<file path="src/rtl/bcd_pkg.sv">
// Shared constants and types for the BCD scan controller.
//   DIGITS      number of display digits / BCD nibbles
//   MAX_VAL     largest value the 4-digit display can show; larger inputs saturate
//   SEL_*       active-low one-hot digit select codes
//   state_e     handshake FSM states
//   sel_for_idx maps a scan index (0 = ones .. 3 = thousands) to its select code
package bcd_pkg;

    localparam int unsigned DIGITS  = 4;
    localparam logic [13:0] MAX_VAL = 14'd9999;

    localparam logic [3:0] SEL_ONES = 4'b1110;
    localparam logic [3:0] SEL_TENS = 4'b1101;
    localparam logic [3:0] SEL_HUND = 4'b1011;
    localparam logic [3:0] SEL_THOU = 4'b0111;

    typedef enum logic [1:0] {
        IDLE,
        CONV,
        LOAD
    } state_e;

    function automatic logic [3:0] sel_for_idx(input logic [1:0] idx);
        logic [3:0] sel;
        unique case (idx)
            2'd0: sel = SEL_ONES;
            2'd1: sel = SEL_TENS;
            2'd2: sel = SEL_HUND;
            2'd3: sel = SEL_THOU;
        endcase
        return sel;
    endfunction

endpackage

</file>
<file path="src/rtl/bin2bcd_dd.sv">
// Sequential double-dabble binary-to-BCD converter, one bit per cycle.
//   clk    clock, rising edge
//   rst_n  asynchronous active-low reset
//   start  load bin and begin a conversion (ignored state is overwritten)
//   bin    binary operand, sampled when start is high
//   busy   shifts still pending
//   done   high in the cycle whose closing edge performs the final shift
//   bcd    packed BCD result, ones in [3:0]; valid once busy drops
module bin2bcd_dd
    import bcd_pkg::*;
#(
    parameter int unsigned BIN_W = 14
) (
    input  logic                  clk,
    input  logic                  rst_n,
    input  logic                  start,
    input  logic [BIN_W-1:0]      bin,
    output logic                  busy,
    output logic                  done,
    output logic [4*DIGITS-1:0]   bcd
);

    localparam int unsigned CNT_W = $clog2(BIN_W + 1);

    logic [BIN_W-1:0]    bin_q;
    logic [4*DIGITS-1:0] bcd_q;
    logic [4*DIGITS-1:0] bcd_adj;
    logic [CNT_W-1:0]    cnt_q;

    // Add-3 correction so each nibble carries correctly after the shift.
    always_comb begin
        bcd_adj = bcd_q;
        for (int i = 0; i < DIGITS; i++) begin
            if (bcd_q[4*i +: 4] >= 4'd5) begin
                bcd_adj[4*i +: 4] = bcd_q[4*i +: 4] + 4'd3;
            end
        end
    end

    assign busy = (cnt_q != '0);
    assign done = (cnt_q == CNT_W'(1));
    assign bcd  = bcd_q;

    always_ff @(posedge clk or negedge rst_n) begin
        if (!rst_n) begin
            bin_q <= '0;
            bcd_q <= '0;
            cnt_q <= '0;
        end else if (start) begin
            bin_q <= bin;
            bcd_q <= '0;
            cnt_q <= CNT_W'(BIN_W);
        end else if (busy) begin
            {bcd_q, bin_q} <= {bcd_adj, bin_q} << 1;
            cnt_q          <= cnt_q - CNT_W'(1);
        end
    end

endmodule

</file>
<file path="src/rtl/bcd_scan_ctrl.sv">
// Accepts a binary value over valid/ready, converts it to four BCD digits and
// time-multiplexes them onto a 4-digit display.
//   i_clk      clock, rising edge
//   i_rst_n    asynchronous active-low reset
//   i_bin      binary value to display (values above 9999 saturate)
//   i_valid    i_bin valid; held stable until accepted
//   o_ready    idle and able to accept
//   o_done     1-cycle pulse after new digits are committed
//   o_ovf      last accepted value was saturated
//   o_sel_bcd  active-low one-hot digit select
//   o_digit    {4'h0, BCD digit} for the selected position
module bcd_scan_ctrl
    import bcd_pkg::*;
#(
    parameter int unsigned SCAN_DIV = 50000,
    parameter int unsigned BIN_W    = 14
) (
    input  logic             i_clk,
    input  logic             i_rst_n,
    input  logic [BIN_W-1:0] i_bin,
    input  logic             i_valid,
    output logic             o_ready,
    output logic             o_done,
    output logic             o_ovf,
    output logic [3:0]       o_sel_bcd,
    output logic [7:0]       o_digit
);

    localparam logic [BIN_W-1:0] MAX_BIN   = BIN_W'(MAX_VAL);
    localparam int unsigned      SCAN_W    = (SCAN_DIV > 1) ? $clog2(SCAN_DIV) : 1;
    localparam logic [SCAN_W-1:0] SCAN_LAST = SCAN_W'(SCAN_DIV - 1);

    state_e              state_q, state_d;
    logic                xfer;
    logic [BIN_W-1:0]    sat_bin;
    logic                dd_busy, dd_done;
    logic [4*DIGITS-1:0] dd_bcd;

    logic                done_q, ovf_q;
    logic [4*DIGITS-1:0] disp_q, disp_d;
    logic [SCAN_W-1:0]   scan_cnt_q, scan_cnt_d;
    logic [1:0]          idx_q, idx_d;
    logic [3:0]          sel_q, sel_d;
    logic [7:0]          digit_q, digit_d;

    assign o_ready = (state_q == IDLE);
    assign xfer    = i_valid & o_ready;
    assign sat_bin = (i_bin > MAX_BIN) ? MAX_BIN : i_bin;

    bin2bcd_dd #(
        .BIN_W (BIN_W)
    ) u_dd (
        .clk   (i_clk),
        .rst_n (i_rst_n),
        .start (xfer),
        .bin   (sat_bin),
        .busy  (dd_busy),
        .done  (dd_done),
        .bcd   (dd_bcd)
    );

    always_comb begin
        state_d = state_q;
        unique case (state_q)
            IDLE: if (xfer) state_d = CONV;
            CONV: begin
                if (dd_done) begin
                    state_d = LOAD;
                end else if (!dd_busy) begin
                    // Datapath idle without finishing: recover rather than hang.
                    state_d = IDLE;
                end
            end
            LOAD:    state_d = IDLE;
            default: state_d = IDLE;
        endcase
    end

    always_ff @(posedge i_clk or negedge i_rst_n) begin
        if (!i_rst_n) begin
            state_q <= IDLE;
            done_q  <= 1'b0;
            ovf_q   <= 1'b0;
        end else begin
            state_q <= state_d;
            done_q  <= (state_q == LOAD);
            if (xfer) begin
                ovf_q <= (i_bin > MAX_BIN);
            end
        end
    end

    // Scan and display. Select and digit are registered from next-state values so
    // they move together, and a commit shows up on the very edge it happens.
    always_comb begin
        disp_d     = (state_q == LOAD) ? dd_bcd : disp_q;
        scan_cnt_d = scan_cnt_q + SCAN_W'(1);
        idx_d      = idx_q;
        if (scan_cnt_q == SCAN_LAST) begin
            scan_cnt_d = '0;
            idx_d      = idx_q + 2'd1;
        end
        sel_d   = sel_for_idx(idx_d);
        digit_d = {4'h0, disp_d[{idx_d, 2'b00} +: 4]};
    end

    always_ff @(posedge i_clk or negedge i_rst_n) begin
        if (!i_rst_n) begin
            disp_q     <= '0;
            scan_cnt_q <= '0;
            idx_q      <= 2'd0;
            sel_q      <= SEL_ONES;
            digit_q    <= 8'h00;
        end else begin
            disp_q     <= disp_d;
            scan_cnt_q <= scan_cnt_d;
            idx_q      <= idx_d;
            sel_q      <= sel_d;
            digit_q    <= digit_d;
        end
    end

    assign o_done    = done_q;
    assign o_ovf     = ovf_q;
    assign o_sel_bcd = sel_q;
    assign o_digit   = digit_q;

endmodule

</file>
<file path="config.mk">
export PLATFORM = sky130hd
export DESIGN_NAME = bcd_scan_ctrl
export DESIGN_NICKNAME = d
export VERILOG_FILES = /design/src/rtl/bcd_pkg.sv /design/src/rtl/bin2bcd_dd.sv /design/src/rtl/bcd_scan_ctrl.sv
export SDC_FILE = /design/constraint.sdc
export NUM_CORES = 1
export LEC_CHECK = 0
export ABC_AREA = 1
export ABC_CLOCK_PERIOD_IN_PS = 3400
export BUFFER_PORTS_ARGS = -buffer_cell sky130_fd_sc_hd__buf_2
export CELL_PAD_IN_SITES_DETAIL_PLACEMENT = 1
export CELL_PAD_IN_SITES_GLOBAL_PLACEMENT = 1
export CORE_MARGIN = 8
export CORE_UTILIZATION = 49
export CTS_CLUSTER_SIZE = 16
export DETAILED_ROUTE_END_ITERATION = 10
export PLACE_DENSITY_LB_ADDON = 0.25
export RECOVER_POWER = 25
export SYNTH_ARGS = -nofsm -noshare
export SYNTH_HDL_FRONTEND = slang
export SYNTH_SLANG_ARGS = --single-unit
</file>
<file path="constraint.sdc">
create_clock -name i_clk -period 3.4 [get_ports i_clk]
set_input_delay 0.68 -clock i_clk [delete_from_list [all_inputs] [get_ports i_clk]]
set_output_delay 0.68 -clock i_clk [all_outputs]
set_load 0.005 [all_outputs]
</file>
==> impl_metrics.prom, run 1 <==
# TYPE chip_impl_metric gauge
chip_impl_info{name="status",value="finished, violations left"} 1
chip_impl_info{name="failing_checks",value="capacitance limit, slew limit"} 1
chip_impl_metric{name="vdd_ir_drop_max",unit="uV"} 315.9
chip_impl_metric{name="detailedRoute.firstIterationViolations",unit=""} 90
chip_impl_info{name="critical_path_s_slowest_cell",value="nand2_1"} 1
chip_impl_info{name="cell_occurring_most_often_along_the_worst_timing_path",value="nand2_1"} 1
chip_impl_metric{name="fin_worst_hold_slack",unit="ns"} 0.4566
chip_impl_metric{name="timing.critical_path.fanout_max",unit=""} 23
chip_impl_info{name="timing.critical_path.from_type",value="flip-flop"} 1
chip_impl_metric{name="fp.coreArea",unit="um2"} 8051
chip_impl_metric{name="globalRouteTotalUtil",unit="%"} 16.63
chip_impl_metric{name="die-width",unit="um"} 106.0
chip_impl_metric{name="layout.core_utilization",unit="%"} 53.92
chip_impl_info{name="rr_startpoint",value="u_dd.cnt_q[0]$_DFFE_PN0P_"} 1
chip_impl_info{name="most_common_cell_after_layout_fill_and_taps_aside",value="nand2_1"} 1
chip_impl_metric{name="grt_max_degree",unit=""} 81
chip_impl_metric{name="area_of_the_die",unit="um2"} 11230
chip_impl_metric{name="slew_headroom",unit="%"} -31.70
chip_impl_metric{name="critical_path_buf_inv_count",unit=""} 2
chip_impl_metric{name="postCtsHoldBufs",unit=""} 0
chip_impl_metric{name="final-setup-viol-count",unit=""} 0
chip_impl_info{name="rsz0062_at_grt",value="no"} 1
chip_impl_metric{name="antenna_left",unit=""} 0
chip_impl_metric{name="worst_slew_pin_slew",unit="ns"} 1.976
chip_impl_info{name="synth_area_leaders",value="dfrtp_1 (49%), nand2_1 (10%), inv_1 (4.9%)"} 1
chip_impl_metric{name="clock_sinks",unit=""} 80
chip_impl_metric{name="synth_top_area_share",unit="%"} 48.55
chip_impl_metric{name="synth_async_reset_ratio",unit="%"} 100.0
chip_impl_info{name="most-common-layout-cells",value="nand2_1 (111), dfrtp_1 (77), inv_1 (52), nor2_1 (47), o21ai_0 (35)"} 1
chip_impl_metric{name="post_synth.cell_area_avg",unit="um2"} 8.480
chip_impl_metric{name="grt_antenna_before_repair",unit=""} 0
chip_impl_metric{name="insertion_delay",unit="ns"} 0.36
chip_impl_metric{name="seq_area_frac_synth",unit="%"} 50.54
chip_impl_metric{name="hold_viol",unit=""} 0
chip_impl_info{name="class_of_the_tightest_hold_or_removal_check",value="flip-flop to flip-flop"} 1
chip_impl_metric{name="routed-via-count",unit=""} 3162
chip_impl_metric{name="drv_slew",unit=""} 81
chip_impl_metric{name="worst-path-stages",unit=""} 8
chip_impl_metric{name="hold_depth",unit=""} 1
chip_impl_metric{name="clock_tree.htree_level_count",unit=""} 3
chip_impl_metric{name="ys.warnings.count",unit=""} 0
chip_impl_metric{name="p_per_area",unit="nW/um2"} 714.8
chip_impl_metric{name="critical_path_arrival",unit="ns"} 2.31
chip_impl_metric{name="post_drt_wl_per_cell",unit="um"} 14.77
chip_impl_metric{name="route.detailed.drc",unit=""} 0
chip_impl_metric{name="synthesis.area",unit="um2"} 3969
chip_impl_info{name="crit_chain",value="inv_1, ha_1, nand2_1, nor2_1, nand2_1, inv_2, a22oi_1, o21ai_0"} 1
chip_impl_metric{name="port_buffers",unit=""} 27
chip_impl_metric{name="finalSetupTns",unit="ns"} 0
chip_impl_metric{name="power.static_leakage",unit="nW"} 2.179
chip_impl_metric{name="max_freq",unit="MHz"} 480.4
chip_impl_metric{name="final_worst_setup_slack",unit="ns"} 1.318
chip_impl_metric{name="vias_per_std_cell",unit=""} 5.226
chip_impl_metric{name="r2r_slack",unit="ns"} 1.32
chip_impl_metric{name="die-height",unit="um"} 106.0
chip_impl_metric{name="ratio_of_cells_with_drive_above_1_in_the_final_layout",unit="%"} 14.40
chip_impl_metric{name="post-cts-setup-buffers",unit=""} 0
chip_impl_metric{name="first_pass_iters",unit=""} 4
chip_impl_metric{name="layout_worst_path_cycle_share",unit="%"} 61.22
chip_impl_metric{name="worst_ep_required",unit="ns"} 3.62
chip_impl_metric{name="finalWirelength",unit="um"} 8934
chip_impl_metric{name="worst_path_largest_cell_delay",unit="ns"} 0.53
chip_impl_metric{name="cap_viol_max_count",unit=""} 1
chip_impl_metric{name="area_post_placement",unit="um2"} 4155
chip_impl_metric{name="antenna-diode-count",unit=""} 0
chip_impl_metric{name="r2r_cells",unit=""} 8
chip_impl_metric{name="first_global_vias",unit=""} 3314
chip_impl_metric{name="ctsResizeCount",unit=""} 0
chip_impl_metric{name="synthCells",unit=""} 468
chip_impl_metric{name="nets",unit=""} 523
chip_impl_info{name="worst_hold_path.endpoint",value="o_sel_bcd[3]$_DFF_PN1_"} 1
chip_impl_metric{name="post-route-min-period",unit="ns"} 2.082
chip_impl_metric{name="synth.ff_latch_count",unit=""} 80
chip_impl_info{name="clockRootBuffer",value="clkbuf_8"} 1
chip_impl_info{name="path_class",value="flip-flop to flip-flop"} 1
chip_impl_metric{name="clockBufferDepth",unit=""} 2
chip_impl_metric{name="start_util",unit="%"} 49.29
chip_impl_info{name="ys_dominant_reg_cell",value="dfrtp_1"} 1
chip_impl_metric{name="dpl_worst_slack",unit="ns"} 1.148
chip_impl_metric{name="hpwl_after_detailed_placement",unit="um"} 6395
chip_impl_metric{name="gp_routability_congestion",unit=""} 0.8076
chip_impl_metric{name="worst_clock_skew",unit="ns"} 0.01211
chip_impl_metric{name="design.portCount",unit=""} 32
chip_impl_info{name="holdCritStartpoint",value="idx_q[1]$_DFF_PN0_"} 1
chip_impl_metric{name="row_count",unit=""} 33
chip_impl_info{name="cts_tree",value="built"} 1
chip_impl_info{name="worst_path_dominant_cell_family",value="simple AND/OR/NAND/NOR gates"} 1
chip_impl_metric{name="finalInstanceArea",unit="um2"} 4342
chip_impl_metric{name="synth_cell_types",unit=""} 37
chip_impl_metric{name="clkTransAtPathRegs",unit="ns"} 0.08
chip_impl_info{name="worstReg2RegEnd",value="u_dd.bin_q[13]$_DFFE_PN0P_"} 1
chip_impl_info{name="worstSetupEndpointType",value="flip-flop"} 1
chip_impl_info{name="post-synth-top-area-cell",value="dfrtp_1"} 1
chip_impl_metric{name="number_of_flops_mapped_to_enable_cells_by_yosys",unit=""} 0
chip_impl_metric{name="area.growth.synth_to_final",unit="%"} 9.395
chip_impl_metric{name="wire_length_of_the_first_global_routing_pass",unit="um"} 15490
chip_impl_metric{name="global_route.overflow_total",unit=""} 0
chip_impl_metric{name="cts-buffers-inserted",unit=""} 9
-- power by group --
part / leakage (nW) / internal [W] / switching (W)
clock network: 0.0856 / 0.000339 / 0.000364
registers: 1.03 / 0.00123 / 0.000140
logic: 1.07 / 0.000377 / 0.000654
-- worst max path at each step --
stage                              start                         end  slack (ns)
2_1_floorplan  u_dd.cnt_q[0]$_DFFE_PN0P_   u_dd.bin_q[2]$_DFFE_PN0P_        1.92
3_3_place_gp                     i_valid  u_dd.bin_q[13]$_DFFE_PN0P_        1.20
3_5_place_dp                     i_valid  u_dd.bin_q[13]$_DFFE_PN0P_        1.15
4_1_cts        u_dd.cnt_q[0]$_DFFE_PN0P_  u_dd.bin_q[13]$_DFFE_PN0P_        1.31
5_1_grt                          i_rst_n    u_dd.bcd[12]$_DFFE_PN0P_        0.95
6_report       u_dd.cnt_q[0]$_DFFE_PN0P_  u_dd.bin_q[13]$_DFFE_PN0P_        1.32
-- area by class of cell --
| type | instances | area [um2] |
|---|---|---|
| inverter | 57 | 214.0 |
| clock buffer | 11 | 131.4 |
| sequential | 80 | 2006 |
| fill | 992 | 3710 |
| clock inverter | 5 | 57.56 |
| timing repair buffer | 27 | 135.1 |
| tap | 105 | 131.4 |
| multi-input combinational | 320 | 1667 |
-- logic make-up (layout without fill, tap and decap cells) --
logic type,Yosys count,count (layout),share of synthesized area [%]
buffers and inverters,71,100,7.755
flip-flops,80,80,50.54
AO/OA/AOI/OAI,75,75,11.00
XOR/XNOR,10,10,2.207
other,1,4,0.09449
adder cells (fa/ha/maj),11,11,3.468
AND/OR/NAND/NOR,220,220,24.94
-- synthesized netlist by cell type (3+ instances only) --
cell / n
nand4_1: 4
o211ai_1: 4
dfrtp_1: 77
a22oi_1: 4
dfstp_2: 3
o32ai_1: 4
inv_2: 5
nand3_1: 28
nor2_1: 47
nand2_2: 11
buf_2: 8
nand2_1: 111
a21oi_1: 12
buf_4: 4
nor3_1: 5
xor2_1: 8
o21ai_1: 7
inv_1: 52
o21ai_0: 35
ha_1: 11
-- state kept, by name, summed over array words and instances, names as in the netlist --
register / cells
u_dd.bin_q: 14
scan_cnt_q: 16
idx_q: 2
o_done: 1
o_ovf: 1
o_sel_bcd: 4
o_digit: 4
u_dd.cnt_q: 4
u_dd.bcd: 16
state_q: 2
disp_q: 16
-- stage by stage --
stage               std cells  total power, W
floorplan                 471        0.002120
global placement          589        0.002348
detailed placement        589        0.002420
CTS                       605        0.003133
global route              605        0.003336
finish                    605        0.003104
-- routing by layer --
layer  global-route usage (%)  part of all wire, %  up-vias
met2                    26.99                   48       39
met5                        0                    0        -
met1                    21.54                   48     1556
met3                    3.206                  2.9       13
li1                         -                    -     1554
met4                    6.332                  1.5        0
Note: power is estimated with default switching activity, not from simulation.
==> run 2: changes to the inputs <==
--- a/config.mk
+++ b/config.mk
@@ -6,12 +6,12 @@
 export NUM_CORES = 1
 export LEC_CHECK = 0
 export ABC_AREA = 1
-export ABC_CLOCK_PERIOD_IN_PS = 3400
+export ABC_CLOCK_PERIOD_IN_PS = 1800
 export BUFFER_PORTS_ARGS = -buffer_cell sky130_fd_sc_hd__buf_2
 export CELL_PAD_IN_SITES_DETAIL_PLACEMENT = 1
 export CELL_PAD_IN_SITES_GLOBAL_PLACEMENT = 1
 export CORE_MARGIN = 8
-export CORE_UTILIZATION = 49
+export CORE_UTILIZATION = 41
 export CTS_CLUSTER_SIZE = 16
 export DETAILED_ROUTE_END_ITERATION = 10
 export PLACE_DENSITY_LB_ADDON = 0.25
==> constraint.sdc (replaced) <==
create_clock -name i_clk -period 1.8 [get_ports i_clk]
set_input_delay 0.36 -clock i_clk [delete_from_list [all_inputs] [get_ports i_clk]]
set_output_delay 0.36 -clock i_clk [all_outputs]
set_load 0.005 [all_outputs]
==> impl_metrics.prom, run 2 (synthesis gave the netlist of run 1 again) <==
# TYPE chip_impl_metric gauge
chip_impl_info{name="status",value="complete, no violations"} 1
chip_impl_metric{name="gp_routability_congestion",unit=""} 0.7972
chip_impl_metric{name="power.static_leakage",unit="nW"} 2.257
chip_impl_metric{name="final-setup-viol-count",unit=""} 0
chip_impl_metric{name="clock_tree.htree_level_count",unit=""} 3
chip_impl_metric{name="wire_length_of_the_first_global_routing_pass",unit="um"} 16290
chip_impl_metric{name="fp.coreArea",unit="um2"} 9594
chip_impl_metric{name="clock_sinks",unit=""} 80
chip_impl_metric{name="nets",unit=""} 536
chip_impl_info{name="cts_tree",value="built"} 1
chip_impl_metric{name="ratio_of_cells_with_drive_above_1_in_the_final_layout",unit="%"} 17.54
chip_impl_metric{name="regArea",unit="um2"} 2006
chip_impl_metric{name="worst_path_largest_cell_delay",unit="ns"} 0.41
chip_impl_metric{name="cts-buffers-inserted",unit=""} 9
chip_impl_metric{name="layout.core_utilization",unit="%"} 47.25
chip_impl_metric{name="die-width",unit="um"} 114.4
chip_impl_metric{name="max_freq",unit="MHz"} 598.3
chip_impl_metric{name="grt_antenna_before_repair",unit=""} 0
chip_impl_info{name="path_class",value="flip-flop to flip-flop"} 1
chip_impl_metric{name="clockBufferDepth",unit=""} 2
chip_impl_metric{name="final_worst_setup_slack",unit="ns"} 0.1286
chip_impl_metric{name="finalInstanceArea",unit="um2"} 4533
chip_impl_metric{name="area_post_placement",unit="um2"} 4283
chip_impl_metric{name="multi_input_comb_area",unit="um2"} 1674
chip_impl_info{name="crit_chain",value="inv_1, ha_2, nand2_1, nor2_2, inv_1, nand2_2, clkinvlp_4, buf_12, nand2_1, nand4_1"} 1
chip_impl_metric{name="cap_viol_max_count",unit=""} 0
chip_impl_metric{name="area_of_the_die",unit="um2"} 13080
chip_impl_metric{name="finalWirelength",unit="um"} 9070
chip_impl_metric{name="route.detailed.drc",unit=""} 0
chip_impl_metric{name="worst_slew_pin_slew",unit="ns"} 0.7923
chip_impl_info{name="class_of_the_tightest_hold_or_removal_check",value="input pin to flip-flop"} 1
chip_impl_metric{name="global_route.overflow_total",unit=""} 0
chip_impl_metric{name="vias_per_std_cell",unit=""} 4.870
chip_impl_metric{name="hpwl_after_detailed_placement",unit="um"} 6849
chip_impl_metric{name="dpl_worst_slack",unit="ns"} 0.1184
chip_impl_metric{name="p_per_area",unit="nW/um2"} 1339
chip_impl_metric{name="row_count",unit=""} 36
chip_impl_metric{name="clkTransAtPathRegs",unit="ns"} 0.09
chip_impl_metric{name="grt_max_degree",unit=""} 49
chip_impl_info{name="clockRootBuffer",value="clkbuf_8"} 1
chip_impl_metric{name="worst_ep_required",unit="ns"} 2.01
chip_impl_metric{name="globalRouteTotalUtil",unit="%"} 15.38
chip_impl_metric{name="timing.critical_path.fanout_max",unit=""} 7
chip_impl_metric{name="start_util",unit="%"} 41.37
chip_impl_info{name="timing.critical_path.from_type",value="flip-flop"} 1
chip_impl_metric{name="antenna-diode-count",unit=""} 0
chip_impl_metric{name="drv_slew",unit=""} 0
chip_impl_metric{name="routed-via-count",unit=""} 3146
chip_impl_metric{name="worst_clock_skew",unit="ns"} 0.01129
chip_impl_metric{name="detailedRoute.firstIterationViolations",unit=""} 121
chip_impl_metric{name="layout_worst_path_cycle_share",unit="%"} 92.86
chip_impl_metric{name="die-height",unit="um"} 114.4
chip_impl_info{name="critical_path_s_slowest_cell",value="dfrtp_1"} 1
chip_impl_info{name="most_common_cell_after_layout_fill_and_taps_aside",value="nand2_1"} 1
chip_impl_metric{name="vdd_ir_drop_max",unit="uV"} 498.3
chip_impl_metric{name="area.growth.synth_to_final",unit="%"} 14.22
chip_impl_metric{name="first_global_vias",unit=""} 3423
chip_impl_metric{name="fill_cells",unit=""} 1156
chip_impl_metric{name="critical_path_arrival",unit="ns"} 1.89
chip_impl_info{name="most-common-layout-cells",value="nand2_1 (111), dfrtp_1 (77), inv_1 (50), nor2_1 (46), o21ai_0 (34)"} 1
chip_impl_metric{name="port_buffers",unit=""} 27
chip_impl_metric{name="antenna_left",unit=""} 0
chip_impl_metric{name="slew_headroom",unit="%"} 47.18
chip_impl_metric{name="fin_total_pwr",unit="W"} 0.006069
chip_impl_metric{name="design.portCount",unit=""} 32
chip_impl_info{name="worstSetupEndpointType",value="flip-flop"} 1
chip_impl_metric{name="insertion_delay",unit="ns"} 0.36
chip_impl_metric{name="first_pass_iters",unit=""} 4
chip_impl_metric{name="post-route-min-period",unit="ns"} 1.671
chip_impl_metric{name="hold_viol",unit=""} 0
chip_impl_metric{name="post_drt_wl_per_cell",unit="um"} 14.04
## run 2: cell types whose count changed in the layout (fill, tap and decap cells not counted), moves of 2 or more
cell | before | now
buf_4 | 0 | 8
inv_1 | 52 | 50
buf_12 | 0 | 2
buf_6 | 0 | 2
ha_2 | 0 | 2
ha_1 | 11 | 9
## run 2: final timing paths
| path | startpoint | endpoint | slack [ns] | depth (start not counted) |
|---|---|---|---|---|
| setup / recovery | u_dd.cnt_q[0]$_DFFE_PN0P_ | u_dd.bin_q[2]$_DFFE_PN0P_ | 0.13 | 10 |
| hold / removal | i_bin[2] | u_dd.bin_q[2]$_DFFE_PN0P_ | 0.24 | 3 |
| setup reg to reg | u_dd.cnt_q[0]$_DFFE_PN0P_ | u_dd.bin_q[2]$_DFFE_PN0P_ | 0.13 | 10 |
| hold reg to reg | idx_q[1]$_DFF_PN0_ | o_sel_bcd[3]$_DFF_PN1_ | 0.45 | 1 |
| max in group asynchronous | i_rst_n | u_dd.bcd[13]$_DFFE_PN0P_ | 0.30 | 3 |
| min in group asynchronous | i_rst_n | scan_cnt_q[4]$_DFF_PN0_ | 0.60 | 2 |
## run 2: final cells by class
cell class | instances | share of cell area [%]
Tap cell | 133 | 3.671
Inverter | 57 | 4.803
Clock buffer | 9 | 2.733
Timing Repair Buffer | 40 | 5.879
Multi-Input combinational cell | 320 | 36.93
Sequential cell | 80 | 44.24
Clock inverter | 7 | 1.739
## run 2: report_power, final
group          internal, W  leakage [nW]  switching (W)  total (W)
registers          0.00232          1.03       0.000263    0.00258
clock network     0.000655        0.0977       0.000714    0.00137
logic             0.000834          1.13        0.00128    0.00212
## run 2: worst max-delay path: cells and delay by family, from the launching register on
kind          cells  cell delay, ns
fa+ha+maj         1            0.18
buf+inv           4            0.47
flops             1            0.41
simple gates      5            0.47
## run 2: per-layer routing
metal / share of wire [%] / track usage, %
met2: 47 / 24.30
met1: 49 / 20.53
met4: 1.1 / 5.324
met5: 0 / 0
met3: 2.8 / 2.954
## run 2: timing repair
action                                  CTS  global route
hold endpoints to repair                 12             0
resized for setup                         0             7
setup buffers                             0             3
endpoints found under the setup margin    0             6
hold buffers                              1             0
## run 2: per-stage QoR
stage	std cells	hold WS, ns	TNS [ns]
2_1_floorplan	471	0.06441	0
3_3_place_gp	626	0.2268	0
3_5_place_dp	626	0.2283	0
4_1_cts	643	0.2212	0
5_1_grt	646	0.2308	-0.001209
6_report	646	0.2383	0
==> run 3: changes to the inputs <==
--- a/config.mk
+++ b/config.mk
@@ -6,16 +6,17 @@
 export NUM_CORES = 1
 export LEC_CHECK = 0
 export ABC_AREA = 1
-export ABC_CLOCK_PERIOD_IN_PS = 1800
+export ABC_CLOCK_PERIOD_IN_PS = 1700
 export BUFFER_PORTS_ARGS = -buffer_cell sky130_fd_sc_hd__buf_2
 export CELL_PAD_IN_SITES_DETAIL_PLACEMENT = 1
 export CELL_PAD_IN_SITES_GLOBAL_PLACEMENT = 1
 export CORE_MARGIN = 8
-export CORE_UTILIZATION = 41
+export CORE_UTILIZATION = 45
 export CTS_CLUSTER_SIZE = 16
 export DETAILED_ROUTE_END_ITERATION = 10
 export PLACE_DENSITY_LB_ADDON = 0.25
 export RECOVER_POWER = 25
+export SETUP_SLACK_MARGIN = 0.5
 export SYNTH_ARGS = -nofsm -noshare
 export SYNTH_HDL_FRONTEND = slang
 export SYNTH_SLANG_ARGS = --single-unit
==> constraint.sdc (replaced) <==
create_clock -name i_clk -period 1.7 [get_ports i_clk]
set_input_delay 0.34 -clock i_clk [delete_from_list [all_inputs] [get_ports i_clk]]
set_output_delay 0.34 -clock i_clk [all_outputs]
set_load 0.005 [all_outputs]
==> impl_metrics.prom, run 3 (synthesis gave the netlist of run 1 again) <==
# TYPE chip_impl_metric gauge
chip_impl_metric{name="first_global_vias",unit=""} 4139
chip_impl_metric{name="gp_routability_congestion",unit=""} 0.7866
chip_impl_metric{name="drv_slew",unit=""} 0
chip_impl_metric{name="worst_slew_pin_slew",unit="ns"} 0.8882
chip_impl_metric{name="layout_worst_path_cycle_share",unit="%"} 100.5
chip_impl_info{name="cts_tree",value="built"} 1
chip_impl_metric{name="hpwl_after_detailed_placement",unit="um"} 7149
chip_impl_metric{name="clock_share_of_power",unit="%"} 17.1
chip_impl_metric{name="timing.critical_path.fanout_max",unit=""} 6
chip_impl_metric{name="insertion_delay",unit="ns"} 0.38
chip_impl_metric{name="final-setup-viol-count",unit=""} 2
chip_impl_metric{name="max_freq",unit="MHz"} 585.0
chip_impl_metric{name="detailedRoute.firstIterationViolations",unit=""} 253
chip_impl_info{name="most-common-layout-cells",value="nand2_1 (80), dfrtp_1 (71), inv_1 (35), buf_4 (35)"} 1
chip_impl_metric{name="slew_headroom",unit="%"} 40.79
chip_impl_metric{name="worst_clock_skew",unit="ns"} 0.01269
chip_impl_metric{name="antenna_left",unit=""} 0
chip_impl_metric{name="fin_total_pwr",unit="W"} 0.008860
chip_impl_metric{name="post_drt_wl_per_cell",unit="um"} 23.46
chip_impl_metric{name="nets",unit=""} 597
chip_impl_metric{name="vias_per_std_cell",unit=""} 5.774
chip_impl_metric{name="row_count",unit=""} 34
chip_impl_metric{name="cap_viol_max_count",unit=""} 0
chip_impl_metric{name="first_pass_iters",unit=""} 5
chip_impl_metric{name="clockBufferDepth",unit=""} 2
chip_impl_info{name="rsz0062_at_grt",value="yes"} 1
chip_impl_metric{name="seq_power_share",unit="%"} 32.5
chip_impl_metric{name="gr-usage-met1",unit="%"} 25.35
chip_impl_metric{name="global_route.overflow_total",unit=""} 0
chip_impl_metric{name="grt_max_degree",unit=""} 48
chip_impl_metric{name="grt_antenna_before_repair",unit=""} 0
chip_impl_metric{name="ratio_of_cells_with_drive_above_1_in_the_final_layout",unit="%"} 45.99
chip_impl_metric{name="internal-power",unit="W"} 0.005035
chip_impl_metric{name="area_of_the_die",unit="um2"} 12080
chip_impl_metric{name="p_per_area",unit="nW/um2"} 1523
chip_impl_metric{name="clkTransAtPathRegs",unit="ns"} 0.10
chip_impl_metric{name="globalRouteTotalUtil",unit="%"} 22.32
chip_impl_metric{name="regArea",unit="um2"} 2013
chip_impl_metric{name="finalWirelength",unit="um"} 16000
chip_impl_metric{name="final-instance-count-excl-fill",unit=""} 682
chip_impl_info{name="clockRootBuffer",value="clkbuf_8"} 1
chip_impl_metric{name="p_switching",unit="W"} 0.003825
chip_impl_metric{name="power.static_leakage",unit="nW"} 2.811
chip_impl_metric{name="final_worst_setup_slack",unit="ns"} -0.009337
chip_impl_metric{name="cts-buffers-inserted",unit=""} 9
chip_impl_metric{name="critical_path_arrival",unit="ns"} 1.95
chip_impl_metric{name="post-route-min-period",unit="ns"} 1.709
chip_impl_metric{name="clock_sinks",unit=""} 80
chip_impl_metric{name="routed-via-count",unit=""} 3938
chip_impl_metric{name="vdd_ir_drop_max",unit="uV"} 1105
chip_impl_metric{name="placedCellCount",unit=""} 600
chip_impl_metric{name="fp.coreArea",unit="um2"} 8636
chip_impl_metric{name="start_util",unit="%"} 45.96
chip_impl_info{name="failing_checks",value="setup timing"} 1
chip_impl_metric{name="antenna-diode-count",unit=""} 0
chip_impl_metric{name="port_buffers",unit=""} 27
chip_impl_info{name="path_class",value="flip-flop to flip-flop"} 1
chip_impl_info{name="most_common_cell_after_layout_fill_and_taps_aside",value="nand2_1"} 1
chip_impl_info{name="timing.critical_path.from_type",value="flip-flop"} 1
chip_impl_metric{name="multi_input_comb_area",unit="um2"} 2273
chip_impl_metric{name="clock_tree.htree_level_count",unit=""} 3
chip_impl_metric{name="fill_cells",unit=""} 960
chip_impl_metric{name="power.switching_fraction",unit="%"} 43.17
chip_impl_metric{name="hold_viol",unit=""} 0
chip_impl_metric{name="worst_ep_required",unit="ns"} 1.94
chip_impl_metric{name="die-height",unit="um"} 109.9
chip_impl_metric{name="comb_power_share",unit="%"} 50.4
chip_impl_metric{name="design.portCount",unit=""} 32
chip_impl_metric{name="grt.met2_usage",unit="%"} 40.67
chip_impl_info{name="gr-max-usage-layer",value="met2"} 1
chip_impl_info{name="status",value="finished, violations left"} 1
chip_impl_metric{name="area.growth.synth_to_final",unit="%"} 46.60
chip_impl_metric{name="finalSetupTns",unit="ns"} -0.01549
chip_impl_metric{name="route.detailed.drc",unit=""} 0
chip_impl_metric{name="wire_length_of_the_first_global_routing_pass",unit="um"} 20910
chip_impl_info{name="class_of_the_tightest_hold_or_removal_check",value="input pin to flip-flop"} 1
chip_impl_metric{name="die-width",unit="um"} 109.9
chip_impl_metric{name="use_met3",unit="%"} 3.576
chip_impl_info{name="worstSetupEndpointType",value="flip-flop"} 1
-- run 3: changes by cell type in the layout (fill, tap and decap cells not counted), sizes merged, moves of 2 or more --
cell / previous run / this run
clkbuf: 10 / 13
buf: 38 / 92
clkinvlp: 3 / 1
clkinv: 2 / 5
-- run 3: per-stage QoR --
stage               hold slack, ns  util (%)  instance area (um2)  setup WS, ns
floorplan                  0.04441         -                 4060        0.3016
global placement            0.3262     50.00                 4318        0.1603
detailed placement          0.3252     50.00                 4318        0.1120
CTS                         0.2087     61.92                 5348        0.1832
global route                0.2259     67.37                 5818      -0.02785
finish                      0.2106     67.37                 5818     -0.009337
-- run 3: path summary, 6_finish.rpt --
| kind | startpoint | to | slack [ns] | cells past startpoint |
|---|---|---|---|---|
| max | u_dd.cnt_q[0]$_DFFE_PN0P_ | u_dd.bcd[8]$_DFFE_PN0P_ | -0.009 | 11 |
| min | i_bin[1] | u_dd.bin_q[1]$_DFFE_PN0P_ | 0.21 | 3 |
| max reg2reg | u_dd.cnt_q[0]$_DFFE_PN0P_ | u_dd.bcd[8]$_DFFE_PN0P_ | -0.009 | 11 |
| min reg2reg | idx_q[1]$_DFF_PN0_ | o_sel_bcd[3]$_DFF_PN1_ | 0.47 | 1 |
| max in group asynchronous | i_rst_n | scan_cnt_q[3]$_DFF_PN0_ | 0.34 | 3 |
| min in group asynchronous | i_rst_n | scan_cnt_q[10]$_DFF_PN0_ | 0.70 | 3 |
-- run 3: area by class of cell --
cell class | count | area share [%]
Clock buffer | 9 | 2.129
Clock inverter | 7 | 1.333
Inverter | 57 | 4.280
Multi-Input combinational cell | 322 | 39.08
Sequential cell | 80 | 34.60
Tap cell | 108 | 2.323
Timing Repair Buffer | 97 | 15.78
Timing Repair inverter | 2 | 0.4731
-- run 3: critical path: stages (launching register included) --
cell and delay (ns):
dfrtp_1 0.42, inv_2 0.09, ha_4 0.14, nand2_4 0.06, nor2_4 0.15, inv_2 0.08
nand2_4 0.08, buf_12 0.14, buf_12 0.12, a21oi_2 0.03, o211ai_1 0.10, o21ai_1 0.14
-- run 3: per-layer routing --
metal,vias up,wire (um)
met5,-,0
met4,0,679
met3,57,733
met2,176,8430
met1,1981,6156
li1,1724,-
-- run 3: repair_timing --
action                                  CTS  global route
gates resized for setup                 130            72
endpoints found under the setup margin   69            76
pin swaps                                21            27
hold endpoints to repair                 77             0
cloned                                    6             1
setup buffers                            34            24
hold buffers                              1             0
-- run 3: power by group through the flow --
stage,Combinational (W),Clock [W],Sequential (W)
after detailed placement,0.00227,0,0.00279
final,0.00446,0.00152,0.00288
after global routing,0.00471,0.00158,0.00291
after floorplan,0.00165,0,0.00270
after CTS,0.00340,0.00149,0.00279
after global placement,0.00212,0,0.00274
